### config.mk
export PLATFORM = sky130hd
export DESIGN_NAME = fft_frame_packetizer
export DESIGN_NICKNAME = d
export VERILOG_FILES = /design/src/rtl/fft_frame_packetizer.sv
export SDC_FILE = /design/constraint.sdc
export NUM_CORES = 1
export LEC_CHECK = 0
export CAP_MARGIN = 20
export CELL_PAD_IN_SITES_DETAIL_PLACEMENT = 1
export CELL_PAD_IN_SITES_GLOBAL_PLACEMENT = 2
export CORE_MARGIN = 10
export CORE_UTILIZATION = 24
export DETAILED_ROUTE_END_ITERATION = 10
export PLACE_DENSITY = 0.74
export SLEW_MARGIN = 10
export SYNTH_ARGS = -nofsm -noshare
export SYNTH_HDL_FRONTEND = slang
export SYNTH_SLANG_ARGS = --single-unit
### constraint.sdc
create_clock -name aclk -period 2.1 [get_ports aclk]
set_input_delay 0.42 -clock aclk [delete_from_list [all_inputs] [get_ports aclk]]
set_output_delay 0.42 -clock aclk [all_outputs]
set_load 0.01 [all_outputs]
### src/rtl/fft_frame_packetizer.sv
// FFT output-stream packetizer: validates each frame, splits it into PKT_LEN-beat packets, each led by a header beat.
// Optional build macro FFT_PKT_ERRCNT_EN adds a saturating err_count output.
module fft_frame_packetizer #(
    parameter int FFT_LEN            = 8192,
    parameter int FFT_CHANNELS       = 2,
    parameter int FFT_AXI_DATA_WIDTH = 32,
    parameter int FFT_INDEX_LEN      = 32,
    parameter int PKT_LEN            = 256
) (
    input  logic                                       aclk,
    input  logic                                       aresetn,
    input  logic                                       enable,
    input  logic [FFT_CHANNELS*FFT_AXI_DATA_WIDTH-1:0] s_axis_tdata,
    input  logic                                       s_axis_tvalid,
    input  logic                                       s_axis_tlast,
    output logic                                       s_axis_tready,
    input  logic [FFT_INDEX_LEN-1:0]                   s_index,
    output logic [FFT_CHANNELS*FFT_AXI_DATA_WIDTH-1:0] m_axis_tdata,
    output logic                                       m_axis_tvalid,
    output logic                                       m_axis_tlast,
    input  logic                                       m_axis_tready,
    output logic                                       frame_done,
    output logic                                       frame_err,
    output logic                                       busy
`ifdef FFT_PKT_ERRCNT_EN
    ,
    output logic [15:0]                                err_count
`endif
);

    localparam int DW = FFT_CHANNELS * FFT_AXI_DATA_WIDTH;
    localparam int SW = $clog2(FFT_LEN);
    localparam int PW = $clog2(PKT_LEN);

    localparam logic [1:0] ST_IDLE = 2'd0;
    localparam logic [1:0] ST_HDR  = 2'd1;
    localparam logic [1:0] ST_DATA = 2'd2;
    localparam logic [1:0] ST_DROP = 2'd3;

    logic [1:0]    state, state_nxt;
    logic [SW-1:0] samp_cnt, samp_nxt;
    logic [PW-1:0] pkt_cnt, pkt_nxt;
    logic [15:0]   frame_cnt, fcnt_nxt;
    logic          idx_err, idx_err_nxt;

    logic          out_free;
    logic          s_accept;
    logic          idx_bad;
    logic          last_bin;
    logic          last_slot;
    logic [DW-1:0] hdr_word;

    logic          load_en;
    logic [DW-1:0] load_data;
    logic          load_last;
    logic          done_nxt;
    logic          err_nxt;

    assign out_free      = !m_axis_tvalid || m_axis_tready;
    assign s_axis_tready = ((state == ST_DATA) && out_free) || (state == ST_DROP);
    assign s_accept      = s_axis_tvalid && s_axis_tready;
    assign busy          = (state != ST_IDLE);

    assign idx_bad   = (s_index != FFT_INDEX_LEN'(samp_cnt));
    assign last_bin  = (samp_cnt == SW'(FFT_LEN - 1));
    assign last_slot = (pkt_cnt == PW'(PKT_LEN - 1));
    assign hdr_word  = DW'({16'hFF7A, frame_cnt, 32'(samp_cnt)});

    always_comb begin
        state_nxt   = state;
        samp_nxt    = samp_cnt;
        pkt_nxt     = pkt_cnt;
        fcnt_nxt    = frame_cnt;
        idx_err_nxt = idx_err;
        load_en     = 1'b0;
        load_data   = '0;
        load_last   = 1'b0;
        done_nxt    = 1'b0;
        err_nxt     = 1'b0;

        case (state)
            ST_IDLE: begin
                if (enable && s_axis_tvalid) begin
                    state_nxt   = ST_HDR;
                    samp_nxt    = '0;
                    pkt_nxt     = '0;
                    idx_err_nxt = 1'b0;
                end
            end
            ST_HDR: begin
                if (out_free) begin
                    load_en   = 1'b1;
                    load_data = hdr_word;
                    state_nxt = ST_DATA;
                end
            end
            ST_DATA: begin
                if (s_accept) begin
                    load_en     = 1'b1;
                    load_data   = s_axis_tdata;
                    samp_nxt    = samp_cnt + 1'b1;
                    pkt_nxt     = pkt_cnt + 1'b1;
                    idx_err_nxt = idx_err || idx_bad;
                    // Frame-end cases take priority over packet end; only a clean tlast on the final bin can be good.
                    if (s_axis_tlast || last_bin) begin
                        load_last = 1'b1;
                        done_nxt  = 1'b1;
                        err_nxt   = !(s_axis_tlast && last_bin) || idx_err || idx_bad;
                        fcnt_nxt  = frame_cnt + 1'b1;
                        state_nxt = s_axis_tlast ? ST_IDLE : ST_DROP;
                    end else if (last_slot) begin
                        load_last = 1'b1;
                        pkt_nxt   = '0;
                        state_nxt = ST_HDR;
                    end
                end
            end
            default: begin
                if (s_axis_tvalid && s_axis_tlast) begin
                    state_nxt = ST_IDLE;
                end
            end
        endcase
    end

    always_ff @(posedge aclk or negedge aresetn) begin
        if (!aresetn) begin
            state         <= ST_IDLE;
            samp_cnt      <= '0;
            pkt_cnt       <= '0;
            frame_cnt     <= '0;
            idx_err       <= 1'b0;
            m_axis_tdata  <= '0;
            m_axis_tvalid <= 1'b0;
            m_axis_tlast  <= 1'b0;
            frame_done    <= 1'b0;
            frame_err     <= 1'b0;
        end else begin
            state      <= state_nxt;
            samp_cnt   <= samp_nxt;
            pkt_cnt    <= pkt_nxt;
            frame_cnt  <= fcnt_nxt;
            idx_err    <= idx_err_nxt;
            frame_done <= done_nxt;
            frame_err  <= err_nxt;
            if (out_free) begin
                m_axis_tvalid <= load_en;
                if (load_en) begin
                    m_axis_tdata <= load_data;
                    m_axis_tlast <= load_last;
                end
            end
        end
    end

`ifdef FFT_PKT_ERRCNT_EN
    always_ff @(posedge aclk or negedge aresetn) begin
        if (!aresetn) begin
            err_count <= '0;
        end else if (err_nxt && (err_count != 16'hFFFF)) begin
            err_count <= err_count + 1'b1;
        end
    end
`endif

endmodule
==> results.toml <==
[power_and_ir_drop]
p_total_uw = 8800
power_leakage_uw = 0.00325
power_density_nw_per_um2 = 1120
max-vdd-ir-drop_mv = 0.395

[worst_setup_path]
end_kind = "flop"
rrSetupSlack_ns = 0.07
reg2reg_depth = 8
critPathLaunchType = "flop"
endpoint = "samp_cnt[11]$_DFFE_PN0P_"
rr_endpoint = "samp_cnt[11]$_DFFE_PN0P_"
crit_fanout = 24
worstSetupPathType = "reg2reg"
arrival_ns = 2.27
required_ns = 2.34
critPathLaunch = "state[1]$_DFFE_PN0P_"
r2r_start = "state[1]$_DFFE_PN0P_"

[timing]
fin_crit_sh = 0.968
worst_pin_slew_ns = 0.468
relSlewSlack = 0.685
finalHoldViolCount = 2
slew_violations = 0
fin_skew_ns = 0.00748
fmax_ghz = 0.492
setup_tns_ns = 0
period_needed_ns = 2.03
rsz0062_at_grt = "yes"
setup_viol_count_final = 0
whs_ns = -0.00277

[detailed_routing]
drt-initial-drc-count = 168
drt_wl_total_um = 18200
drc = 0
wl_per_cell_um = 17.8
via_per_inst = 4.66
dr.pass1.iters = 4
ant_nets = 0
num_vias = 4754

[clock_network]
cts_root_buf = "clkbuf_16"
max-clock-path-buffers = 2
cts.sinks = 108
cts_max_level = 3
clk_latency_ns = 0.35
cts_tree = "done"
cts_hold_buf = 0
clk_pin_slew_ns = 0.07
numCtsBuffers = 9

[floorplan]
dieArea_um2 = 27700
die_h_um = 167
die_x_um = 167
num_io_pins = 172
coreArea_um2 = 21100
start_util = 0.244
rows = 53

[placed_design]
portBuffers = 171
dp_hpwl_um = 14200
dp_cells = 1005
gp_congestion = 0.741

[outcome]
status = "complete, but fails checks"
violations = "negative hold slack"

[grt]
grt_max_degree = 44
grtUsageTotal = 0.130
antenna_found_initial = 0
grt_pass1_vias = 5356
grt_first_pass_wirelength_um = 29800
grt_overflow_total = 0

[logic_synthesis]
synth_fp_nets = 658
synthCells = 549
avgSynthCellArea_um2 = 9.39
yosys.cell_types.count = 50
synth_seq_cells = 108
ys_seq_area_frac = 0.525
synth_area_um2 = 5150
ys_warn_count = 0

[finish]
final_cells = 1021
drive_gt1_frac = 0.109
syn_to_final_growth_pct = 52.3
final_nets = 852
n_fill_cell = 2424
antenna_cells = 0

[min_path]
min_path_type = "in2async"

[job]
max_cap_violations = 0
==> per-stage QoR <==
step           setup WS, ns  area, um^2  utilization
2_1_floorplan         0.102        5150            -
3_3_place_gp         -0.167        7490        0.355
3_5_place_dp         -0.216        7490        0.355
4_1_cts              0.0197        7800        0.370
5_1_grt           -0.000429        7850        0.372
6_report             0.0667        7850        0.372
==> Yosys cell counts (all sizes together) <==
cell type	n	area [um^2]
or3	2	12.5
nor2	19	73.8
a22oi	29	218
clkbuf	17	65.1
o211a	1	10.0
o211ai	1	7.51
a221o	2	20.0
ha	7	87.6
xnor2	21	184
and3	4	25.0
nor3	14	75.1
mux2	1	11.3
nor2b	1	6.26
a31oi	1	6.26
mux2i	2	20.0
dfrtp	108	2700
a211oi	1	7.51
or2	1	6.26
xor2	17	149
a21oi	20	100
a21o	1	7.51
nor4	12	96.3
o21a	1	7.51
nor4bb	1	10.0
nand2b	2	12.5
o21ai	78	394
inv	11	41.3
nand4	12	81.3
nand3	19	95.1
a22o	3	26.3
clkinv	1	3.75
buf	19	101
a32o	1	10.0
or4	2	15.0
o22ai	1	6.26
a2111oi	1	8.76
nand2	113	424
nor4b	1	15.0
a311oi	1	8.76
==> layout by cell type, fill, tap and decap left out, types with 8 or more instances in the layout <==
| master | count |
|---|---|
| nor3_1 | 12 |
| buf_4 | 40 |
| nor2_1 | 18 |
| nand3_1 | 19 |
| inv_1 | 11 |
| nor4_1 | 8 |
| o21ai_0 | 75 |
| nand4_1 | 11 |
| buf_12 | 8 |
| xnor2_1 | 21 |
| dfrtp_1 | 108 |
| a22oi_1 | 29 |
| a21oi_1 | 20 |
| nand2_1 | 113 |
| xor2_1 | 17 |
| clkbuf_16 | 9 |
| clkdlybuf4s50_1 | 168 |
==> sequential cells by signal, summed over array words and instances, names as in the netlist <==
register       count
frame_cnt         16
frame_done         1
frame_err          1
idx_err            1
m_axis_tdata      64
m_axis_tlast       1
m_axis_tvalid      1
pkt_cnt            8
samp_cnt          13
state              2
==> worst max-delay path: stages, from the launching register on <==
cell	delay (ns)
dfrtp_1	0.42
buf_4	0.15
ha_2	0.21
nor4bb_4	0.17
a221o_1	0.32
buf_12	0.18
nor4_4	0.26
xnor2_1	0.15
nor2_1	0.06
==> worst min path at each step <==
stage / endpoint / slack (ns) / cells past startpoint
2_1_floorplan: frame_cnt[0]$_DFFE_PN0P_ / 0.12 / 0
3_3_place_gp: m_axis_tdata[29]$_DFFE_PN0P_ / 0.38 / 1
3_5_place_dp: m_axis_tdata[30]$_DFFE_PN0P_ / 0.39 / 1
4_1_cts: m_axis_tdata[30]$_DFFE_PN0P_ / 0.005 / 1
5_1_grt: m_axis_tdata[30]$_DFFE_PN0P_ / 0.03 / 1
6_report: m_axis_tdata[30]$_DFFE_PN0P_ / -0.003 / 1
==> logic make-up (layout without fill, tap and decap cells) <==
family | after synthesis | count (layout) | share of synthesized area
compound gates | 142 | 142 | 0.163
xor+xnor | 38 | 38 | 0.0646
fa+ha+maj | 7 | 7 | 0.0170
buf+inv | 48 | 245 | 0.0410
flops | 108 | 108 | 0.525
mux | 3 | 3 | 0.00607
simple gates | 203 | 203 | 0.184
==> power breakdown <==
group / total (uW) / switching (uW) / internal, uW / leakage, uW
Sequential: 3060 / 392 / 2670 / 0.00147
Clock: 1700 / 786 / 916 / 0.000138
Combinational: 4040 / 2050 / 1980 / 0.00164
==> final cells by class <==
| class | count | area, um^2 | area share |
|---|---|---|---|
| multi-input cells | 393 | 2300 | 0.294 |
| inverters | 12 | 45.0 | 0.00574 |
| well taps | 275 | 344 | 0.0438 |
| clock buffers | 10 | 229 | 0.0292 |
| clock inverters | 4 | 52.6 | 0.00670 |
| flip-flops and latches | 108 | 2700 | 0.344 |
| repair buffers | 219 | 2170 | 0.277 |
==> metal layers <==
layer | track usage | vias to the layer above | wire length (um)
li1 | - | 2301 | -
met1 | 0.154 | 2302 | 7820
met2 | 0.226 | 130 | 9090
met3 | 0.0355 | 21 | 1020
met4 | 0.0370 | 0 | 284
met5 | 0 | - | 0
==> timing repair <==
item / 4_1_cts / 5_1_grt
setup endpoints to repair: 5 / 41
buffers inserted: 2 / 0
gates cloned: 0 / 0
resized for setup: 5 / 11
pin swaps: 0 / 1
Power figures use the tool's default switching activity.
